===== config.mk =====
export PLATFORM = sky130hd
export DESIGN_NAME = issue_scoreboard
export DESIGN_NICKNAME = d
export VERILOG_FILES = /design/src/rtl/riscv_pkg.sv /design/src/rtl/reg_scoreboard.sv /design/src/rtl/issue_scoreboard.sv
export SDC_FILE = /design/constraint.sdc
export NUM_CORES = 1
export LEC_CHECK = 0
export CORE_MARGIN = 2
export CORE_UTILIZATION = 40
export DETAILED_ROUTE_END_ITERATION = 10
export PLACE_DENSITY = 0.69
export SLEW_MARGIN = 30
export SYNTH_ARGS = -nofsm -noshare
export SYNTH_HDL_FRONTEND = slang
export SYNTH_SLANG_ARGS = --single-unit

===== constraint.sdc =====
create_clock -name clk -period 8.71 [get_ports clk]
set_clock_uncertainty 0.15 [all_clocks]
set_input_delay 1.742 -clock clk [delete_from_list [all_inputs] [get_ports clk]]
set_output_delay 1.742 -clock clk [all_outputs]
set_load 0.02 [all_outputs]

===== src/rtl/riscv_pkg.sv =====
// Opcode constants, register index type and the opcode-to-register-use decode
// shared by the issue stage and its busy scoreboard.
package riscv_pkg;

    localparam logic [6:0] OP     = 7'b0110011;
    localparam logic [6:0] OP_IMM = 7'b0010011;
    localparam logic [6:0] LOAD   = 7'b0000011;
    localparam logic [6:0] STORE  = 7'b0100011;
    localparam logic [6:0] BRANCH = 7'b1100011;
    localparam logic [6:0] JAL    = 7'b1101111;
    localparam logic [6:0] JALR   = 7'b1100111;
    localparam logic [6:0] LUI    = 7'b0110111;
    localparam logic [6:0] AUIPC  = 7'b0010111;

    typedef logic [4:0] reg_idx_t;

    typedef struct packed {
        logic use1;
        logic use2;
        logic wrd;
    } reg_use_t;

    // Unknown opcodes read nothing but still claim rd, so a stray write stays ordered.
    function automatic reg_use_t reg_use(input logic [6:0] opcode);
        reg_use_t u;
        u = '{use1: 1'b0, use2: 1'b0, wrd: 1'b1};
        case (opcode)
            OP:                 begin u.use1 = 1'b1; u.use2 = 1'b1; end
            BRANCH, STORE:      begin u.use1 = 1'b1; u.use2 = 1'b1; u.wrd = 1'b0; end
            OP_IMM, LOAD, JALR: u.use1 = 1'b1;
            default:            ;
        endcase
        return u;
    endfunction

endpackage


===== src/rtl/reg_scoreboard.sv =====
// 32-entry busy vector with three lookups qualified by a same-cycle writeback
// when the register file is write-before-read.
module reg_scoreboard
    import riscv_pkg::*;
#(
    parameter int WB_BYPASS = 1
) (
    input  logic        clk,
    input  logic        rst_n,
    input  logic        set_en,
    input  reg_idx_t    set_idx,
    input  logic        clr_en,
    input  reg_idx_t    clr_idx,
    input  reg_idx_t    a_idx,
    input  reg_idx_t    b_idx,
    input  reg_idx_t    c_idx,
    output logic [31:0] busy,
    output logic        a_bsy,
    output logic        b_bsy,
    output logic        c_bsy
);

    localparam logic BYP = (WB_BYPASS != 0);

    logic [31:0] busy_q, busy_d;
    logic [31:0] set_vec, clr_vec;

    // Set is OR-ed after the clear so a new producer owns the register.
    always_comb begin
        set_vec = '0;
        clr_vec = '0;
        if (set_en && set_idx != 5'd0) set_vec = 32'd1 << set_idx;
        if (clr_en)                    clr_vec = 32'd1 << clr_idx;
        busy_d    = (busy_q & ~clr_vec) | set_vec;
        busy_d[0] = 1'b0;
    end

    always_ff @(posedge clk or negedge rst_n) begin
        if (!rst_n) busy_q <= '0;
        else        busy_q <= busy_d;
    end

    assign busy  = busy_q;
    assign a_bsy = busy_q[a_idx] & ~(BYP & clr_en & (clr_idx == a_idx));
    assign b_bsy = busy_q[b_idx] & ~(BYP & clr_en & (clr_idx == b_idx));
    assign c_bsy = busy_q[c_idx] & ~(BYP & clr_en & (clr_idx == c_idx));

endmodule


===== src/rtl/issue_scoreboard.sv =====
// Decode-to-issue stage: one held instruction, RAW/WAW hazard gating against
// the busy scoreboard, flush, and a saturating stall-cycle counter.
module issue_scoreboard
    import riscv_pkg::*;
#(
    parameter int WB_BYPASS = 1,
    parameter int STALL_W   = 16
) (
    input  logic               clk,
    input  logic               rst_n,
    input  logic               flush,
    input  logic               id_valid,
    output logic               id_ready,
    input  logic [6:0]         id_opcode,
    input  reg_idx_t           id_rd,
    input  reg_idx_t           id_rs1,
    input  reg_idx_t           id_rs2,
    output logic               iss_valid,
    input  logic               iss_ready,
    output logic [6:0]         iss_opcode,
    output reg_idx_t           iss_rd,
    output reg_idx_t           iss_rs1,
    output reg_idx_t           iss_rs2,
    input  logic               wb_valid,
    input  reg_idx_t           wb_rd,
    output logic [31:0]        busy,
    output logic [STALL_W-1:0] stall_cnt
);

    logic               entry_valid_q, entry_valid_d;
    logic [6:0]         opcode_q, opcode_d;
    reg_idx_t           rd_q, rd_d, rs1_q, rs1_d, rs2_q, rs2_d;
    logic [STALL_W-1:0] stall_q, stall_d;

    reg_use_t use_q;
    logic     bsy_rs1, bsy_rs2, bsy_rd;
    logic     hazard, issue_fire, load;

    assign use_q = reg_use(opcode_q);

    reg_scoreboard #(.WB_BYPASS(WB_BYPASS)) u_sb (
        .clk     (clk),
        .rst_n   (rst_n),
        .set_en  (issue_fire & use_q.wrd),
        .set_idx (rd_q),
        .clr_en  (wb_valid),
        .clr_idx (wb_rd),
        .a_idx   (rs1_q),
        .b_idx   (rs2_q),
        .c_idx   (rd_q),
        .busy    (busy),
        .a_bsy   (bsy_rs1),
        .b_bsy   (bsy_rs2),
        .c_bsy   (bsy_rd)
    );

    // Handshake: a transfer happens on a side only in a cycle where valid and
    // ready are both high. iss_valid never drops without a transfer except on
    // flush, and iss_* are registers so they hold while iss_valid & ~iss_ready.
    // id_ready depends combinationally on iss_ready so the entry can be
    // refilled in the same cycle it issues.
    assign hazard     = (use_q.use1 & bsy_rs1) | (use_q.use2 & bsy_rs2) | (use_q.wrd & bsy_rd);
    assign iss_valid  = entry_valid_q & ~hazard & ~flush;
    assign issue_fire = iss_valid & iss_ready;
    assign id_ready   = ~flush & (~entry_valid_q | issue_fire);
    assign load       = id_valid & id_ready;

    always_comb begin
        entry_valid_d = entry_valid_q;
        opcode_d      = opcode_q;
        rd_d          = rd_q;
        rs1_d         = rs1_q;
        rs2_d         = rs2_q;
        stall_d       = stall_q;
        if (flush) begin
            entry_valid_d = 1'b0;
        end else if (load) begin
            entry_valid_d = 1'b1;
            opcode_d      = id_opcode;
            rd_d          = id_rd;
            rs1_d         = id_rs1;
            rs2_d         = id_rs2;
        end else if (issue_fire) begin
            entry_valid_d = 1'b0;
        end
        if (entry_valid_q && hazard && !flush && !(&stall_q))
            stall_d = stall_q + {{(STALL_W-1){1'b0}}, 1'b1};
    end

    always_ff @(posedge clk or negedge rst_n) begin
        if (!rst_n) begin
            entry_valid_q <= 1'b0;
            opcode_q      <= '0;
            rd_q          <= '0;
            rs1_q         <= '0;
            rs2_q         <= '0;
            stall_q       <= '0;
        end else begin
            entry_valid_q <= entry_valid_d;
            opcode_q      <= opcode_d;
            rd_q          <= rd_d;
            rs1_q         <= rs1_d;
            rs2_q         <= rs2_d;
            stall_q       <= stall_d;
        end
    end

    assign iss_opcode = opcode_q;
    assign iss_rd     = rd_q;
    assign iss_rs1    = rs1_q;
    assign iss_rs2    = rs2_q;
    assign stall_cnt  = stall_q;

endmodule


# ---- Word level (Yosys, flattened, before mapping)
# Cells that the tools add are included.
dict set report totals {
  regBits 70
  input_bits 33
}
dict set report op_classes {
  n_addsub 1
  n_lt_le_gt_ge 3
  eq_ne 9
  shifts 2
  n_mux 14
  n_bitwise 27
  n_reduce_logical 13
}
# cell count
set op_table {}
lappend op_table {{32-bit 2-to-1 mux} 2}
lappend op_table {{1-bit by 5-bit left shift with 32-bit output (first input constant)} 2}
lappend op_table {{32-bit bitwise AND} 1}
lappend op_table {{32-bit NOT} 1}
lappend op_table {{32-bit bitwise OR} 1}
lappend op_table {{5-bit by 6-bit less-than comparator with 1-bit output (second input constant)} 3}
lappend op_table {{16-bit by 1-bit adder with 16-bit output (second input constant)} 1}
lappend op_table {{16-bit AND reduction} 1}
lappend op_table {{1-bit bitwise AND} 15}
lappend op_table {{1-bit binary-select mux with 5-bit select} 3}
lappend op_table {{5-bit == test} 3}
lappend op_table {{7-bit by 6-bit == test with 1-bit output (second input constant)} 2}
lappend op_table {{7-bit == test (second input constant)} 2}
lappend op_table {{1-bit 2-to-1 mux} 9}
lappend op_table {{7-bit by 2-bit == test with 1-bit output (second input constant)} 1}
lappend op_table {{7-bit by 5-bit == test with 1-bit output (second input constant)} 1}
lappend op_table {{1-bit NOT} 6}
lappend op_table {{6-bit OR reduction} 1}
lappend op_table {{5-bit nonzero test} 1}
lappend op_table {{1-bit logical AND} 4}
lappend op_table {{1-bit bitwise OR} 3}
lappend op_table {{3-bit nonzero test} 1}
lappend op_table {{3-bit OR reduction} 1}
lappend op_table {{1-bit logical NOT} 2}
lappend op_table {{2 further kinds} 2}

# ---- Depth between registers and ports, before layout
dict set report logic_depth {
  depth_word 16
  ltp_mapped 10
  ltp_nobuf 8
}

# ---- Cells and area by module
# From an unflattened synthesis, not the netlist that was laid out.
dict set report unflattened {
  cells_unflattened 380
  area_unflattened_um2 4206.5
}
# module n_inst cells_per_inst area_per_inst_um2 seq_area_each_um2
set modules_own_cells {}
lappend modules_own_cells {reg_scoreboard 1 238 2399.8 775.7}
lappend modules_own_cells {issue_scoreboard 1 142 1806.7 975.9}

# ---- Least setup slack after synthesis
# OpenSTA, ideal clock, no wires.
dict set report synth_path {
  path_type {input -> output}
  startpoint {input wb_rd[2]}
  endpoint {output iss_valid}
  arrival_time_ns 3.241
  required_time_ns 6.818
  setup_slack_ns 3.577
  cell_stages 8
  path_buffers 2
  path_cell_list {clkbuf_1 xor2_1 nor4_1 nand3_1 o2111ai_2 o211ai_2 buf_2 nor2b_1}
}
dict set report synth_between {
  elab_chain_len 10
}
# element line_no
set synth_rtl {}
lappend synth_rtl {{start, declared} issue_scoreboard.sv:25} ;# input reg_idx_t wb_rd,
lappend synth_rtl {{5-bit == test (on tied branches)} {reg_scoreboard.sv:44, reg_scoreboard.sv:45}}
lappend synth_rtl {{1-bit bitwise AND (on tied branches)} {reg_scoreboard.sv:44, reg_scoreboard.sv:45}}
lappend synth_rtl {{1-bit NOT (on tied branches)} {reg_scoreboard.sv:44, reg_scoreboard.sv:45}}
lappend synth_rtl {{1-bit bitwise AND (on tied branches)} {reg_scoreboard.sv:44, reg_scoreboard.sv:45}}
lappend synth_rtl {{1-bit bitwise AND} issue_scoreboard.sv:62} ;# assign hazard = (use_q.use1 & bsy_rs1) | (use_q.use2 & bsy_rs2) | (use_q.wrd & bsy_rd);
lappend synth_rtl {{1-bit bitwise OR} issue_scoreboard.sv:62}
lappend synth_rtl {{1-bit bitwise OR *} issue_scoreboard.sv:62}
lappend synth_rtl {{1-bit NOT *} issue_scoreboard.sv:63} ;# assign iss_valid = entry_valid_q & ~hazard & ~flush;
lappend synth_rtl {{1-bit bitwise AND * (2 in series)} issue_scoreboard.sv:63}
lappend synth_rtl {{end, declared} issue_scoreboard.sv:18} ;# output logic iss_valid,
# Every way passes the cells marked *; elsewhere a longest branch is shown, timed or not.

# ---- Final worst setup path
# Ends and elaborated chain as after synthesis.

==> results by group <==
Logic synthesis
  • Top post-synthesis cells by count: dfrtp_1 (70), o21ai_0 (53), nand2_1 (25)
  • Synth Register Bits: 70
  • Top-count cell post-synth: dfrtp_1
  • Post-Syn Area: 0.00435 mm^2
  • Async SR Flop Fraction: 100%
  • Main area contributors after synthesis: dfrtp_1 (40%), mux4_2 (8.8%), o21ai_0 (6.1%), mux2_1 (5.2%), mux2i_1 (4.8%)
  • Cells after Synth: between 400 and 500
  • Unique cell type count in the Yosys netlist: between 40 and 50
  • Synth top area share: 40.3%
  • Syn_nets: 453
  • Syn Area/Cell: around 10 um^2
  • Main synth FF type: dfrtp_1
  • Number of synthesized flops with an enable pin: 0
  • Share of the yosys chip area belonging to registers: 40.3%
  • Biggest area consumer among synthesized cells: dfrtp_1
  • Yosys warns: 0

Clocking
  • Root Driver: clkbuf_8
  • Clock tree buffer depth: 2
  • Clock-pin slew on the worst setup and hold paths: roughly 80 ps
  • Postcts setup bufs: 0
  • # hold bufs at CTS: 0
  • CTS H-tree depth: 3
  • Total CTS buffers: 9
  • Post_cts resized: 0
  • Skew-Pair Late Insertion Delay: 350 ps
  • CTS tree: done
  • Clock Sinks: 70

GRT
  • Vias in the first global route: 3,827
  • First-pass GRT wire length: roughly 21,000 um
  • Initial antenna violation count: 0
  • GRT overflow: 0
  • Largest net degree at the start of global routing: 71
  • GRT Total Usage: a little under a quarter

Timing
  • Worst Max-Slew Pin Slew: 693 ps
  • Final setup viols: 0
  • Final Hold Fails: 0
  • Setup TNS: 0 ps
  • Min Tclk post-route: about 6400 ps
  • Max transition margin: 53.7%
  • Max-slew violation count: 0
  • Max Clk Rate: 157 MHz
  • Fin Hold WS: 357 ps
  • Final period util: 73.0%
  • RSZ-0062 raised after global routing: no

Critical path
  • Worst path max stage delay: roughly 640 ps
  • Most frequent CP cell: clkdlybuf4s50_1
  • Critical path type: input port to primary output
  • Register-to-Register Path Depth: 8
  • CP endpoint kind: primary output
  • CP Launch Type: input port
  • R2R Path Start: iss_rs1[0]$_DFFE_PN0P_
  • Critical path data required time: 6820 ps
  • Critical Path Slowest Stage Cell: clkdlybuf4s50_1
  • CP cell instances: clkdlybuf4s50_1, xor2_1, nor4_1, nand3_1, o2111ai_2, o211ai_2, buf_4, nor2b_1, clkdlybuf4s50_1
  • CP Data Arrival Time: 4470 ps
  • R2R Path End: iss_opcode[1]$_DFFE_PN0P_
  • R2R setup slack: 4950 ps
  • Critical Path Fanout Max: 44

Placed design
  • Dpl hpwl: 9520 um
  • Port Buffers: approximately 100
  • Placed Cells: 627
  • Placer congestion estimate: 0.904

Floorplanning
  • Area of the core: ~0.011 mm^2
  • Initial core utilization: between 40% and 50%
  • Die Y: approximately 110 um
  • Die area: 0.0117 mm^2
  • Ports: 105
  • FP Rows: 38
  • Die W: 108 um

Power and ir drop
  • LEAKAGE: approximately 2.1 nW
  • Worst vdd ir: 0.0000953 V
  • Pwr Density: roughly 230 mW/mm^2

Layout
  • Util after Layout: 52.8%
  • Layout cells sized above 1: 10.9%
  • Post-Layout Cell Count: roughly 640
  • Area Overhead vs Synth: 30.0%
  • Net count, final: 532
  • ANT cells: 0

Min path
  • Worst hold start: stall_cnt[8]$_DFFE_PN0P_
  • Hold Crit Class: register to register
  • Endpoint with the worst hold slack: stall_cnt[8]$_DFFE_PN0P_
  • Hold depth: 1

Route
  • Router iterations before antenna repair: 5
  • Drt wl/cell: about 21 um
  • Residual DRC count: 0
  • Vias per cell: approximately 6
  • Routed WL: 13,500 um
  • ANT nets after route: 0
  • Via count: between 3,000 and 4,000
  • DR iter-0 viols: 384

Outcome
  • Outcome: completed

Job
  • Max cap viols: 0
==> worst max-delay path: cells and delay by family <==
family | cells | cell delay, ps
AOI/OAI and AO/OA | 2 | 230
xor gates and xnor gates | 1 | 260
buffers and inverters | 3 | 1540
and+or+nand+nor | 3 | 670
==> how the worst max path moves through the flow <==
stage | from | to | slack [ps]
4_1_cts | wb_rd[3] | iss_valid | 2390
3_5_place_dp | wb_rd[2] | iss_valid | 2420
3_3_place_gp | wb_rd[3] | iss_valid | 2460
2_1_floorplan | wb_rd[2] | iss_valid | 3580
5_1_grt | wb_rd[2] | iss_valid | 2200
6_report | wb_rd[2] | iss_valid | 2350
==> state kept, by name (all words and copies together) (netlist names) <==
register,count
u_sb.busy,31
stall_cnt,16
iss_opcode,7
iss_rd,5
iss_rs1,5
iss_rs2,5
entry_valid_q,1
==> cell families (layout without fill, tap and decap cells) <==
logic type      after synthesis  count (layout)  synth area share, %
compound gates               82              82                 11.8
xor+xnor                     30              30                 6.04
fa+ha+maj                     1               1                0.288
buf+inv                      43             127                 4.78
flops                        70              70                 40.3
mux                          63              63                 20.1
other cells                   1               1               0.0863
simple gates                129             129                 16.6
==> metal layers <==
| layer | global-route usage (%) | part of all wire [%] | wire [um] | vias to the layer above |
|---|---|---|---|---|
| met5 | 0 | 0 | 0 | - |
| met4 | 8.33 | 2.4 | 319 | 0 |
| met3 | 6.63 | 8.3 | 1120 | 32 |
| met2 | 37.3 | 47 | 6330 | 196 |
| met1 | 31.8 | 42 | 5740 | 1929 |
| li1 | - | - | - | 1714 |
==> report_power, final <==
part           total, mW  internal (mW)  switching (mW)
Combinational      0.462          0.230           0.232
Clock              0.328          0.199           0.130
Sequential         0.517          0.380           0.137
Total               1.31          0.808           0.498
==> area by class of cell <==
cell class | count | area (um^2)
inverters | 4 | 15.0
multi-input cells | 306 | 2390
flip-flops and latches | 70 | 1750
well taps | 140 | 175
clock buffers | 11 | 141
fillers | 963 | 5050
repair buffers | 107 | 1060
clock inverters | 5 | 106
==> per-stage QoR <==
stage               setup slack (ps)  power (mW)  cell area (um^2)
floorplan                       3580       0.767              4350
global placement                2460       0.973              5390
detailed placement              2420       0.982              5400
CTS                             2390        1.31              5650
global route                    2200        1.38              5650
finish                          2350        1.31              5650
==> placed cells by master (no fill, tap or decap), types with 2 or more instances in the layout <==
cell and instances:
nor2_1 9, dfrtp_1 68, nor3_1 4, mux2_1 20, mux4_2 17, nand3b_1 6
xnor2_1 18, nand2_1 25, inv_1 4, nand2b_1 3, nand3_1 19, or2_2 6
nor4_1 3, buf_6 2, and3_1 5, nor2b_1 12, bufinv_16 3, a21oi_1 5
and2_1 4, dfrtp_2 2, clkdlybuf4s50_1 102, o41ai_1 11, mux2i_1 21, buf_4 2
clkbuf_8 10, nand4_1 24, o2111ai_2 2, a221oi_1 4, mux2_2 5, a22oi_1 2
o21ai_0 53, xor2_1 12, nand4b_1 3
Power figures use the tool's default switching activity.
